===== config.mk =====
export PLATFORM = sky130hd
export DESIGN_NAME = bin_string_serializer
export DESIGN_NICKNAME = d
export VERILOG_FILES = /design/src/rtl/bin_string_serializer.sv
export SDC_FILE = /design/constraint.sdc
export NUM_CORES = 1
export LEC_CHECK = 0
export ABC_AREA = 1
export CAP_MARGIN = 20
export CORE_ASPECT_RATIO = 0.6
export CORE_UTILIZATION = 51
export DETAILED_ROUTE_END_ITERATION = 16
export PLACE_DENSITY = 0.81
export SLEW_MARGIN = 5
export SYNTH_ARGS = -nofsm -noshare
export SYNTH_HDL_FRONTEND = slang
export SYNTH_SLANG_ARGS = --single-unit

===== constraint.sdc =====
create_clock -name clk -period 1.7 [get_ports clk]
set_clock_uncertainty 0.05 [all_clocks]
set_input_delay 0.255 -clock clk [delete_from_list [all_inputs] [get_ports clk]]
set_output_delay 0.255 -clock clk [all_outputs]
set_load 0.05 [all_outputs]

===== src/rtl/bin_string_serializer.sv =====
// rtl/bin_string_serializer.sv - frame-wide parallel-to-serial stage with valid/ready on both sides, MSB first
// Optional sync-word preamble ahead of each frame: BIN_SERIALIZER_PREAMBLE_EN
module bin_string_serializer #(
    parameter int NUM_CHARS = 64,
    parameter int CHAR_W    = 8
`ifdef BIN_SERIALIZER_PREAMBLE_EN
    ,
    parameter logic [15:0] PREAMBLE = 16'hA5C3
`endif
) (
    input  logic                        clk,
    input  logic                        rst,
    input  logic                        load_valid,
    output logic                        load_ready,
    input  logic [NUM_CHARS*CHAR_W-1:0] bin_string,
    output logic                        bit_out,
    output logic                        bit_valid,
    input  logic                        bit_ready,
    output logic                        frame_start,
    output logic                        frame_end,
    output logic                        busy
);

    localparam int FRAME_W = NUM_CHARS * CHAR_W;
    localparam int CNT_W   = $clog2(FRAME_W);
    localparam logic [CNT_W-1:0] LAST_BIT = CNT_W'(FRAME_W - 1);

    typedef enum logic [1:0] {
        S_IDLE,
`ifdef BIN_SERIALIZER_PREAMBLE_EN
        S_PRE,
`endif
        S_DATA
    } state_t;

    state_t               state;
    state_t               state_nxt;
    logic [FRAME_W-1:0]   shreg;
    logic [CNT_W-1:0]     cnt;
`ifdef BIN_SERIALIZER_PREAMBLE_EN
    logic [15:0]          pre_sh;
    logic [3:0]           pre_cnt;
`endif

    always_ff @(posedge clk) begin
        if (rst) begin
            state <= S_IDLE;
        end else begin
            state <= state_nxt;
        end
    end

    // All outputs are functions of the registered state only, so they hold during stalls
    always_comb begin
        state_nxt   = state;
        load_ready  = 1'b0;
        bit_valid   = 1'b0;
        bit_out     = 1'b0;
        frame_start = 1'b0;
        frame_end   = 1'b0;
        case (state)
            S_IDLE: begin
                load_ready = 1'b1;
                if (load_valid) begin
`ifdef BIN_SERIALIZER_PREAMBLE_EN
                    state_nxt = S_PRE;
`else
                    state_nxt = S_DATA;
`endif
                end
            end
`ifdef BIN_SERIALIZER_PREAMBLE_EN
            S_PRE: begin
                bit_valid   = 1'b1;
                bit_out     = pre_sh[15];
                frame_start = (pre_cnt == 4'd0);
                if (bit_ready && pre_cnt == 4'd15) begin
                    state_nxt = S_DATA;
                end
            end
`endif
            S_DATA: begin
                bit_valid   = 1'b1;
                bit_out     = shreg[FRAME_W-1];
`ifndef BIN_SERIALIZER_PREAMBLE_EN
                frame_start = (cnt == '0);
`endif
                frame_end   = (cnt == LAST_BIT);
                if (bit_ready && cnt == LAST_BIT) begin
                    state_nxt = S_IDLE;
                end
            end
            default: state_nxt = S_IDLE;
        endcase
        busy = ~load_ready;
    end

    always_ff @(posedge clk) begin
        if (rst) begin
            shreg   <= '0;
            cnt     <= '0;
`ifdef BIN_SERIALIZER_PREAMBLE_EN
            pre_sh  <= '0;
            pre_cnt <= '0;
`endif
        end else if (state == S_IDLE && load_valid) begin
            shreg   <= bin_string;
            cnt     <= '0;
`ifdef BIN_SERIALIZER_PREAMBLE_EN
            pre_sh  <= PREAMBLE;
            pre_cnt <= '0;
`endif
        end else if (state == S_DATA && bit_ready) begin
            shreg <= {shreg[FRAME_W-2:0], 1'b0};
            cnt   <= cnt + CNT_W'(1);
`ifdef BIN_SERIALIZER_PREAMBLE_EN
        end else if (state == S_PRE && bit_ready) begin
            pre_sh  <= {pre_sh[14:0], 1'b0};
            pre_cnt <= pre_cnt + 4'd1;
`endif
        end
    end

endmodule


==> flow_summary.json <==
{
  "setup_viol": 2,
  "max-slew-margin-rel_pct": 72.11,
  "powerDensity_nw_per_um2": 964.2,
  "nFillCells": 3552,
  "setup_ws_ps": -394.7,
  "area_growth_pct": 37.28,
  "arrival_ps": 1790,
  "vias": 23569,
  "layout.cells.non_filler": 4541,
  "place.gp.congestion": 0.8572,
  "wl_mm": 70.19,
  "cp-start-kind": "register",
  "die_x_um": 279.5,
  "ys_seq_area_share_pct": 44.34,
  "worstPathMaxFanout": 2,
  "status": "finished, violations left",
  "via_per_inst": 5.190,
  "fin_crit_sh_pct": 123.2,
  "grt_pass1_vias": 21777,
  "fin_area_sq_um": 32350,
  "ys_ff_latch": 522,
  "numPortBuffers": 521,
  "wl_per_cell_um": 15.46,
  "dp.cells": 4440,
  "place_worst_setup_slack_ps": -238.5,
  "drtPass1Iterations": 6,
  "synthesis.nets": 3949,
  "drive_above_1_share_pct": 6.748,
  "clk_pin_slew_ps": 70,
  "grt_max_degree": 88,
  "std_cell_rows": 60,
  "root_buffer": "clkbuf_16",
  "layout.nets": 4395,
  "start_util_pct": 52.15,
  "core-area_sq_um": 45190,
  "cp_data_required_time_ps": 1390,
  "final_hold_viol_count": 0,
  "crit_type": "reg2out",
  "clock_latency_ps": 560,
  "syn_avg_cell_area_sq_um": 6.871,
  "final_common_cell": "o21ai_0",
  "violations": "negative setup slack",
  "synth_area_sq_um": 23570,
  "synth-edff-count": 0,
  "hold_buffers": 0,
  "clock_path_buffers": 3,
  "synthArstFlopShare_pct": 0,
  "cts_max_level": 2,
  "utilization_pct": 71.59,
  "track_usage_pct": 28.57,
  "slowest_stage": "dfxtp_2",
  "ant_nets": 0,
  "numCtsBuffers": 47,
  "fmax_mhz": 477.4,
  "grt.overflow.total": 0,
  "synth_flop_cell": "dfxtp_1",
  "cts.sinks": 522,
  "ios": 522,
  "ys_warn_count": 0,
  "slowest_delay_ps": 370,
  "ir_drop_uv": 871.7,
  "dpl_cell_area_sq_um": 30400,
  "finalMaxSlewViolations": 0,
  "critical-path-top-delay-family": "adder cells",
  "die_y_um": 168.5,
  "drt-initial-drc-count": 2113,
  "drv_cap": 0,
  "leakage_nw": 13.67,
  "hpwl_mm": 47.84,
  "rsz0062_at_grt": "true",
  "yosysUniqueCellTypes": 21,
  "cts_tree": "done",
  "final_cell_mix": "o21ai_0 (950), nand2_1 (528), a21oi_1 (519), inv_1 (518), dfxtp_1 (518)",
  "tightest_slew_ps": 416.8,
  "crit_path_end_kind": "output port",
  "grt_pass1_wl_mm": 111.8,
  "period_minus_slack_ps": 2095,
  "drcViolationCount": 0,
  "hp-class": "in2reg",
  "path_cells": "ha_4 -> nand2_4 -> nor4_4 -> ha_2 -> nand2_2 -> inv_2 -> buf_12",
  "synth_cells": 3430,
  "die_area_sq_um": 47100,
  "path_buf_inv": 2,
  "antenna_found_initial": 10
}
metrics by stage:
stage          total power (W)  TNS (ps)  hold WS (ps)
6_report               0.03119    -712.4         294.6
5_1_grt                0.03274     -1221         267.1
4_1_cts                0.03116    -729.6         262.0
3_5_place_dp           0.01990    -64260         423.4
3_3_place_gp           0.01975    -50940         399.0
2_1_floorplan          0.01731         0         382.2
path summary, 6_finish.rpt:
kind	start	endpoint	slack, ps	cells after the start
max	cnt[1]	frame_end	-390	7
min	bin_string[124]	shreg[124]	290	3
max reg2reg	state[0]	shreg[150]	30	7
min reg2reg	cnt[7]	cnt[7]	430	2
repair_timing:
| action | 4_1_cts | 5_1_grt |
|---|---|---|
| gates resized for setup | 17 | 18 |
| setup endpoints to repair | 2 | 40 |
| pin swaps | 7 | 1 |
| cloned | 0 | 5 |
| setup buffers | 2 | 0 |
metal layers:
layer  vias up  part of all wire (%)  track usage, %
met4         2                   2.9           9.456
met5         -                 0.019               0
met2       722                    45           45.36
met3       129                   6.2           4.983
li1      12116                     -               -
met1     10600                    46           39.38
flip-flops by register name (all words and copies together) (netlist names):
register / count
shreg: 512
cnt: 9
state: 1
where the power goes:
group	switching (W)	internal (W)
logic	0.00301	0.00294
registers	0.000561	0.0134
clock network	0.00478	0.00652
tightest hold or removal path, cell delays in order:
cell             delay, ps
clkdlybuf4s50_1        390
o21ai_0                150
a21oi_1                 60
synthesized netlist by cell type (7+ instances only):
cell type / instances / area (sq um)
inv_1: 521 / 1956
a21oi_1: 519 / 2597
buf_2: 125 / 625.6
buf_4: 9 / 67.56
nand3_1: 7 / 35.03
nor2_1: 7 / 26.28
o21ai_1: 74 / 370.4
dfxtp_1: 522 / 10450
o21ai_0: 950 / 4755
clkbuf_1: 145 / 544.3
nand2_1: 531 / 1993
cells by family (layout without fill, tap and decap cells):
| group | Yosys count | count (layout) | synth area share (%) |
|---|---|---|---|
| fa+ha+maj | 3 | 3 | 0.1593 |
| simple gates | 553 | 553 | 8.919 |
| flops | 522 | 522 | 44.34 |
| buf+inv | 807 | 1289 | 13.76 |
| other cells | 0 | 9 | 0 |
| compound gates | 1545 | 1545 | 32.83 |
final cells by class:
class	count	area [sq um]	share of cell area, %
clock buffer	71	1450	4.482
inverter	524	1987	6.141
clock inverter	14	187.7	0.5801
timing repair buffer	680	7490	23.15
multi-input combinational	2101	9983	30.86
tap	620	775.7	2.398
antenna	9	22.52	0.06961
sequential	522	10460	32.32
No activity file was read; power rests on OpenSTA's default activity.
